**src/rtl/csi2tx_payload_dw_buffer_if.sv**
```systemverilog
// Payload dword stream in, trimmed/enabled dword stream out, plus CRC and error status.
// The master side is the line source and consumer; the slave side is the buffer.
interface csi2tx_payload_dw_buffer_if;
    logic        line_start;
    logic [15:0] cfg_wc;
    logic [31:0] dw;
    logic        dw_vld;
    logic [31:0] out_dw;
    logic [3:0]  out_be;
    logic        out_last;
    logic        out_vld;
    logic        out_rdy;
    logic [15:0] crc_out;
    logic        crc_vld;
    logic        ovf_err;
    logic        len_err;
    logic        err_clr;

    modport master (
        output line_start, cfg_wc, dw, dw_vld, out_rdy, err_clr,
        input  out_dw, out_be, out_last, out_vld, crc_out, crc_vld, ovf_err, len_err
    );

    modport slave (
        input  line_start, cfg_wc, dw, dw_vld, out_rdy, err_clr,
        output out_dw, out_be, out_last, out_vld, crc_out, crc_vld, ovf_err, len_err
    );
endinterface

```
**src/rtl/csi2tx_payload_dw_buffer.sv**
```systemverilog
// Trims packed payload dwords to the line word count, accumulates CSI-2 CRC-16, buffers in a FIFO.
// Latency: dw_vld at N -> out_vld at N+1. Backpressure: out_rdy stalls the FIFO; a full FIFO drops writes (ovf_err).
module csi2tx_payload_dw_buffer #(
    parameter int DEPTH = 16,
    parameter int AW    = 4
) (
    input  logic                        clk,
    input  logic                        rst,
    csi2tx_payload_dw_buffer_if.slave   bus
);

    localparam logic [1:0] ST_IDLE   = 2'd0;
    localparam logic [1:0] ST_ACTIVE = 2'd1;
    localparam logic [1:0] ST_DONE   = 2'd2;

    logic [1:0]  state;
    logic [15:0] rem;
    logic [15:0] crc;
    logic        crc_vld_q;
    logic        ovf_q;
    logic        len_q;

    logic [36:0] mem [DEPTH];
    logic [AW:0] wr_ptr;
    logic [AW:0] rd_ptr;

    // Reflected CCITT polynomial, one byte LSB-first.
    function automatic logic [15:0] crc_byte(input logic [15:0] c, input logic [7:0] b);
        logic [15:0] r;
        r = c ^ {8'h00, b};
        for (int i = 0; i < 8; i++) begin
            r = r[0] ? ((r >> 1) ^ 16'h8408) : (r >> 1);
        end
        return r;
    endfunction

    logic [1:0]  eff_state;
    logic [15:0] eff_rem;
    logic [15:0] eff_crc;
    logic        accept;
    logic        last;
    logic [3:0]  be;
    logic [15:0] crc_next;
    logic        empty;
    logic        full;
    logic        rd_en;
    logic        wr_en;
    logic        drop;
    logic        len_set;

    // A line_start takes effect before the same-cycle dword is judged.
    always_comb begin
        eff_state = state;
        eff_rem   = rem;
        eff_crc   = crc;
        if (bus.line_start) begin
            eff_state = (bus.cfg_wc != 16'd0) ? ST_ACTIVE : ST_DONE;
            eff_rem   = bus.cfg_wc;
            eff_crc   = 16'hFFFF;
        end
    end

    always_comb begin
        accept = bus.dw_vld && (eff_state == ST_ACTIVE);
        last   = (eff_rem <= 16'd4);
        be     = 4'hF;
        if (last) begin
            be = 4'((5'd1 << eff_rem[2:0]) - 5'd1);
        end
        crc_next = eff_crc;
        for (int i = 0; i < 4; i++) begin
            if (be[i]) begin
                crc_next = crc_byte(crc_next, bus.dw[8*i +: 8]);
            end
        end
    end

    always_comb begin
        empty   = (wr_ptr == rd_ptr);
        full    = (wr_ptr[AW] != rd_ptr[AW]) && (wr_ptr[AW-1:0] == rd_ptr[AW-1:0]);
        rd_en   = !empty && bus.out_rdy;
        wr_en   = accept && (!full || rd_en);
        drop    = accept && full && !rd_en;
        len_set = (bus.line_start && (state == ST_ACTIVE)) ||
                  (bus.dw_vld && (eff_state != ST_ACTIVE));
    end

    always_ff @(posedge clk) begin
        if (rst) begin
            state     <= ST_IDLE;
            rem       <= 16'd0;
            crc       <= 16'hFFFF;
            crc_vld_q <= 1'b0;
            ovf_q     <= 1'b0;
            len_q     <= 1'b0;
            wr_ptr    <= '0;
            rd_ptr    <= '0;
        end else begin
            if (accept) begin
                state <= last ? ST_DONE : eff_state;
                rem   <= last ? 16'd0 : (eff_rem - 16'd4);
                crc   <= crc_next;
            end else begin
                state <= eff_state;
                rem   <= eff_rem;
                crc   <= eff_crc;
            end

            if (accept && last) begin
                crc_vld_q <= 1'b1;
            end else if (bus.line_start) begin
                crc_vld_q <= (bus.cfg_wc == 16'd0);
            end

            // Clear wins over a same-cycle error event.
            if (bus.err_clr) begin
                ovf_q <= 1'b0;
                len_q <= 1'b0;
            end else begin
                ovf_q <= ovf_q | drop;
                len_q <= len_q | len_set;
            end

            if (wr_en) begin
                wr_ptr <= wr_ptr + 1'b1;
            end
            if (rd_en) begin
                rd_ptr <= rd_ptr + 1'b1;
            end
        end
    end

    always_ff @(posedge clk) begin
        if (wr_en) begin
            mem[wr_ptr[AW-1:0]] <= {last, be, bus.dw};
        end
    end

    logic [36:0] head;
    assign head = empty ? 37'd0 : mem[rd_ptr[AW-1:0]];

    assign bus.out_last = head[36];
    assign bus.out_be   = head[35:32];
    assign bus.out_dw   = head[31:0];
    assign bus.out_vld  = !empty;
    assign bus.crc_out  = crc;
    assign bus.crc_vld  = crc_vld_q;
    assign bus.ovf_err  = ovf_q;
    assign bus.len_err  = len_q;

endmodule

```
**src/flat_wrapper.sv**
```systemverilog
// flat-port wrapper written by rule: the top's interface ports become plain ports
module csi2tx_payload_dw_buffer_flat 
#(
    parameter int DEPTH = 16,
    parameter int AW    = 4
)
  (clk, rst, bus_line_start, bus_cfg_wc, bus_dw, bus_dw_vld, bus_out_rdy, bus_err_clr, bus_out_dw, bus_out_be, bus_out_last, bus_out_vld, bus_crc_out, bus_crc_vld, bus_ovf_err, bus_len_err);
  csi2tx_payload_dw_buffer_if bus_i ();
  input  logic clk;
  input  logic rst;
  input wire logic [$bits(bus_i.line_start)-1:0] bus_line_start;
  input wire logic [$bits(bus_i.cfg_wc)-1:0] bus_cfg_wc;
  input wire logic [$bits(bus_i.dw)-1:0] bus_dw;
  input wire logic [$bits(bus_i.dw_vld)-1:0] bus_dw_vld;
  input wire logic [$bits(bus_i.out_rdy)-1:0] bus_out_rdy;
  input wire logic [$bits(bus_i.err_clr)-1:0] bus_err_clr;
  output wire logic [$bits(bus_i.out_dw)-1:0] bus_out_dw;
  output wire logic [$bits(bus_i.out_be)-1:0] bus_out_be;
  output wire logic [$bits(bus_i.out_last)-1:0] bus_out_last;
  output wire logic [$bits(bus_i.out_vld)-1:0] bus_out_vld;
  output wire logic [$bits(bus_i.crc_out)-1:0] bus_crc_out;
  output wire logic [$bits(bus_i.crc_vld)-1:0] bus_crc_vld;
  output wire logic [$bits(bus_i.ovf_err)-1:0] bus_ovf_err;
  output wire logic [$bits(bus_i.len_err)-1:0] bus_len_err;
  assign bus_i.line_start = bus_line_start;
  assign bus_i.cfg_wc = bus_cfg_wc;
  assign bus_i.dw = bus_dw;
  assign bus_i.dw_vld = bus_dw_vld;
  assign bus_i.out_rdy = bus_out_rdy;
  assign bus_i.err_clr = bus_err_clr;
  assign bus_out_dw = bus_i.out_dw;
  assign bus_out_be = bus_i.out_be;
  assign bus_out_last = bus_i.out_last;
  assign bus_out_vld = bus_i.out_vld;
  assign bus_crc_out = bus_i.crc_out;
  assign bus_crc_vld = bus_i.crc_vld;
  assign bus_ovf_err = bus_i.ovf_err;
  assign bus_len_err = bus_i.len_err;
  csi2tx_payload_dw_buffer #(.DEPTH(DEPTH), .AW(AW)) u_core (.clk(clk), .rst(rst), .bus(bus_i));
endmodule
```
**config.mk**
```make
export PLATFORM = sky130hd
export DESIGN_NAME = csi2tx_payload_dw_buffer_flat
export DESIGN_NICKNAME = d
export VERILOG_FILES = /design/src/rtl/csi2tx_payload_dw_buffer_if.sv /design/src/rtl/csi2tx_payload_dw_buffer.sv /design/src/flat_wrapper.sv
export SDC_FILE = /design/constraint.sdc
export NUM_CORES = 1
export LEC_CHECK = 0
export CAP_MARGIN = 20
export CELL_PAD_IN_SITES_DETAIL_PLACEMENT = 1
export CELL_PAD_IN_SITES_GLOBAL_PLACEMENT = 2
export CORE_ASPECT_RATIO = 0.8
export CORE_MARGIN = 4
export CORE_UTILIZATION = 46
export CTS_CLUSTER_DIAMETER = 50
export DETAILED_ROUTE_END_ITERATION = 10
export MAX_ROUTING_LAYER = met4
export PLACE_DENSITY = 0.85
export SYNTH_ARGS = -nofsm -noshare
export SYNTH_HDL_FRONTEND = slang
export SYNTH_SLANG_ARGS = --single-unit
```
**constraint.sdc**
```tcl
create_clock -name clk -period 8.33 [get_ports clk]
set_clock_uncertainty 0.05 [all_clocks]
set_input_delay 0.833 -clock clk [delete_from_list [all_inputs] [get_ports clk]]
set_output_delay 0.833 -clock clk [all_outputs]
set_load 0.01 [all_outputs]
```
==> flow_results.xml <==
<?xml version="1.0" encoding="UTF-8"?>
<metrics>
  <group name="synth">
    <metric name="synth_edf_count" unit="">592</metric>
    <metric name="postSynthRegisterBits" unit="">643</metric>
    <metric name="synth-compound-area-share" unit="%">4.43</metric>
    <metric name="syn-instance-count" unit="">1611</metric>
    <metric name="mappedNetlistNets" unit="">1673</metric>
    <metric name="synth.yosys.warnings" unit="">0</metric>
    <metric name="area_share_of_and_or_nand_nor_cells_after_synthesis" unit="%">5.66</metric>
    <metric name="seq_area_frac_synth" unit="%">67.2</metric>
    <metric name="synth_xor_xnor_area_share" unit="%">5.83</metric>
    <metric name="synth_top_cell_area_share" unit="%">63.6</metric>
    <metric name="postSynth.asyncResetShare" unit="%">0</metric>
    <metric name="synth-main-ff-cell" unit="">sky130_fd_sc_hd__edfxtp_1</metric>
    <metric name="netlist_top_cells_area" unit="">sky130_fd_sc_hd__edfxtp_1 64%, sky130_fd_sc_hd__mux4_2 12%, sky130_fd_sc_hd__dfxtp_1 3.7%</metric>
    <metric name="synth_mux_area_share" unit="%">15.0</metric>
    <metric name="combinational_family_with_the_most_area_after_synthesis" unit="">multiplexers</metric>
    <metric name="synth_area_leader_cell" unit="">sky130_fd_sc_hd__edfxtp_1</metric>
    <metric name="adder_cell_fraction_of_synth_area" unit="%">0.358</metric>
    <metric name="synth.avg_cell_area" unit="sq um">17.4</metric>
    <metric name="synthesis.area" unit="sq mm">0.0280</metric>
    <metric name="post_synth_num_cell_types" unit="">73</metric>
  </group>
  <group name="sta">
    <metric name="timing_worst_slew_pin_value" unit="ns">1.01</metric>
    <metric name="achievable_clock_frequency" unit="MHz">154</metric>
    <metric name="minimum_period_implied_by_the_final_worst_setup_slack" unit="ns">6.47</metric>
    <metric name="fin_setup_tns" unit="ns">0</metric>
    <metric name="report.final.slew_viol_count" unit="">0</metric>
    <metric name="timing.max_slew.rel_slack" unit="%">32.5</metric>
    <metric name="setup_repair_after_global_routing_missed_its_margin" unit="">false</metric>
    <metric name="fin_crit_sh" unit="%">77.7</metric>
    <metric name="setup_viol" unit="">0</metric>
    <metric name="hold_viol" unit="">0</metric>
  </group>
  <group name="layout">
    <metric name="layout.core_utilization" unit="%">54.1</metric>
    <metric name="multi_input_logic_area" unit="sq mm">0.00887</metric>
    <metric name="diodes" unit="">0</metric>
    <metric name="area_growth" unit="%">15.8</metric>
    <metric name="final-seq-area" unit="sq mm">0.0188</metric>
    <metric name="filler_instances" unit="">5448</metric>
    <metric name="design.final.nets" unit="">1802</metric>
    <metric name="post_layout_nonfiller_instances" unit="">2572</metric>
    <metric name="post_route_cells_drive_above_1_share" unit="%">19.1</metric>
  </group>
  <group name="placement">
    <metric name="gp_congestion" unit="">0.923</metric>
    <metric name="port_buffers" unit="">110</metric>
    <metric name="instance_count_after_placement_with_tap_cells_included" unit="">2446</metric>
    <metric name="dpl.hpwl" unit="um">42100</metric>
  </group>
  <group name="clock_network">
    <metric name="worstSkewPairLatency" unit="ns">0.62</metric>
    <metric name="clkTransAtPathRegs" unit="ns">0.05</metric>
    <metric name="ctsHtreeMaxLevel" unit="">3</metric>
    <metric name="cts.sinks" unit="">643</metric>
    <metric name="post_cts_buffers" unit="">0</metric>
    <metric name="clock_tree.buffer_depth" unit="">3</metric>
    <metric name="numCtsBuffers" unit="">70</metric>
    <metric name="cts.root.buffer_cell" unit="">sky130_fd_sc_hd__clkbuf_16</metric>
    <metric name="cts_resized" unit="">0</metric>
    <metric name="cts_tree" unit="">built</metric>
    <metric name="holdBufCountCts" unit="">0</metric>
  </group>
  <group name="floorplanning">
    <metric name="rows" unit="">80</metric>
    <metric name="design.die.area" unit="sq mm">0.0648</metric>
    <metric name="chipWidth" unit="um">284</metric>
    <metric name="die_h" unit="um">229</metric>
    <metric name="start_util" unit="%">46.7</metric>
    <metric name="pin_count" unit="">111</metric>
    <metric name="core_area" unit="sq mm">0.0599</metric>
  </group>
  <group name="worst_hold_path">
    <metric name="hp-class" unit="">register to register</metric>
    <metric name="holdCritStartpoint" unit="">u_core.state[1]</metric>
  </group>
  <group name="setup_path">
    <metric name="worstReg2RegStart" unit="">u_core.rem[2]</metric>
    <metric name="critPathKind" unit="">primary input to register</metric>
    <metric name="crit_path_required_time" unit="ns">8.79</metric>
    <metric name="endpoint_kind" unit="">register</metric>
    <metric name="cp-start-kind" unit="">primary input</metric>
    <metric name="launching_instance_or_port_of_the_critical_path" unit="">bus_line_start</metric>
    <metric name="critical_path_arrival" unit="ns">6.93</metric>
    <metric name="crit_path_max_fanout" unit="">47</metric>
  </group>
  <group name="pwr">
    <metric name="peakVddDrop" unit="mV">0.236</metric>
    <metric name="power.density" unit="mW/mm^2">303</metric>
    <metric name="leakagePower" unit="nW">10.4</metric>
  </group>
  <group name="drt">
    <metric name="drc" unit="">0</metric>
    <metric name="postRouteAntennaNets" unit="">0</metric>
    <metric name="avgViaCountPerCell" unit="">6.05</metric>
    <metric name="detailedRoute.firstIterationViolations" unit="">1467</metric>
    <metric name="post_drt_wl_per_cell" unit="um">28.1</metric>
    <metric name="count_of_vias_placed_by_the_detailed_router" unit="">15600</metric>
    <metric name="first_pass_iters" unit="">5</metric>
    <metric name="drt-total-wl" unit="um">72400</metric>
  </group>
  <group name="grt">
    <metric name="grt_overflow_total" unit="">0</metric>
    <metric name="grt_util_all_layers" unit="%">23.2</metric>
    <metric name="number_of_antenna_violations_at_the_first_check_in_global_routing" unit="">1</metric>
    <metric name="grt_first_pass_wirelength" unit="um">109000</metric>
    <metric name="grt_max_degree" unit="">92</metric>
    <metric name="grt_pass1_vias" unit="">16700</metric>
  </group>
  <group name="run_status">
    <metric name="status" unit="">completed</metric>
  </group>
  <group name="run">
    <metric name="maxCapViolations" unit="">0</metric>
  </group>
</metrics>
## final cells by class
type | count | share of cell area (%)
Inverter | 15 | 0.178
Clock buffer | 87 | 5.74
Multi-Input combinational cell | 863 | 27.4
Tap cell | 779 | 3.01
Timing Repair Buffer | 147 | 4.34
Clock inverter | 38 | 1.23
Sequential cell | 643 | 58.1
## critical path, cell delays in order
cell                       delay [ns]
sky130_fd_sc_hd__buf_2           0.67
sky130_fd_sc_hd__mux2i_1         0.48
sky130_fd_sc_hd__inv_1           0.16
sky130_fd_sc_hd__ha_1            0.23
sky130_fd_sc_hd__nor4b_1         0.16
sky130_fd_sc_hd__o32ai_1         0.34
sky130_fd_sc_hd__or4_1           0.30
sky130_fd_sc_hd__clkinv_2        0.31
sky130_fd_sc_hd__and2_1          0.27
sky130_fd_sc_hd__buf_4           0.21
sky130_fd_sc_hd__inv_2           0.58
sky130_fd_sc_hd__o211ai_1        0.32
sky130_fd_sc_hd__o211a_2         0.34
sky130_fd_sc_hd__o21ai_1         0.30
sky130_fd_sc_hd__mux2i_4         0.32
sky130_fd_sc_hd__xnor2_2         0.14
sky130_fd_sc_hd__xnor2_2         0.30
sky130_fd_sc_hd__or4b_1          0.47
sky130_fd_sc_hd__o221a_2         0.14
## metal layers
layer  vias to the layer above  global-route usage [%]  routed length, um
met2                       606                    36.3              34800
met1                      8181                    31.6              30500
met5                         -                       -                  0
met4                         0                    5.57               1660
met3                       114                    5.12               5350
li1                       6655                       -                  -
## power breakdown
group | internal [mW] | switching (mW)
registers | 3.58 | 0.0678
clock network | 1.76 | 1.28
logic | 1.47 | 1.66
total | 6.81 | 3.01
## layout by cell type (no fill, tap or decap), drive strengths merged, types with 8 or more instances in the layout
cell type / synthesis / layout
nand3: 9 / 9
clkdlybuf4s50: 0 / 109
o22ai: 8 / 8
xor2: 39 / 39
xnor2: 90 / 90
ha: 8 / 8
o21ai: 26 / 26
nand2: 44 / 44
mux4: 148 / 148
xnor3: 16 / 16
clkbuf: 59 / 87
nor2: 117 / 117
edfxtp: 592 / 592
clkinv: 1 / 28
a21oi: 24 / 24
mux2i: 78 / 78
a211oi: 85 / 85
or3: 9 / 9
dfxtp: 51 / 51
nor4: 9 / 9
inv: 14 / 18
nor2b: 41 / 41
buf: 31 / 38
nor3: 32 / 32
## per-stage QoR
step / worst slack (ns) / cell area (sq um) / hold WS (ns) / total power [mW]
after floorplan: 1.75 / 28000 / 0.390 / 5.96
after global placement: 1.63 / 30100 / 0.404 / 6.74
after detailed placement: 1.32 / 30100 / 0.414 / 6.79
after CTS: 1.96 / 32400 / 0.421 / 9.87
after global routing: 1.29 / 32400 / 0.456 / 10.3
final: 1.86 / 32400 / 0.418 / 9.81
## cells in the mapped netlist (all sizes together), types with 4 or more instances
cell,instances
nand3,9
nor2,117
nand4,5
a211oi,85
dfxtp,51
xor2,39
xnor3,16
clkbuf,59
ha,8
nor3b,4
mux2i,78
or4,4
nand2,44
mux2,4
or3,9
mux4,148
nor4b,4
o21ai,26
o22ai,8
o211ai,5
buf,31
a21oi,24
xnor2,90
inv,14
or2,6
xor3,4
and2,4
nand2b,5
nor2b,41
nor3,32
edfxtp,592
nor4,9
## kinds of logic (layout without fill, tap and decap cells)
group / Yosys count / in the layout
adders and majority gates: 8 / 8
AOI/OAI and AO/OA: 174 / 174
xor gates and xnor gates: 149 / 149
muxes: 230 / 230
buffers and inverters: 105 / 287
DFF: 643 / 643
and+or+nand+nor: 302 / 302
## state kept, by name (all words and copies together), names as in the netlist, named ones only
| name | count |
|---|---|
| u_core.state | 2 |
| u_core.bus.crc_vld | 1 |
| u_core.wr_ptr | 5 |
| u_core.mem | 592 |
| u_core.bus.crc_out | 16 |
| u_core.bus.len_err | 1 |
| u_core.bus.ovf_err | 1 |
| u_core.rd_ptr | 5 |
| u_core.rem | 16 |
## final timing paths
path	endpoint	slack, ns	cells past startpoint
worst min-delay path	u_core.state[1]	0.42	2
worst max register to register	u_core.bus.crc_out[2]	2.57	18
worst min register to register	u_core.state[1]	0.42	2
worst max-delay path	u_core.bus.crc_out[2]	1.86	19
(Power assumes the default switching activity.)
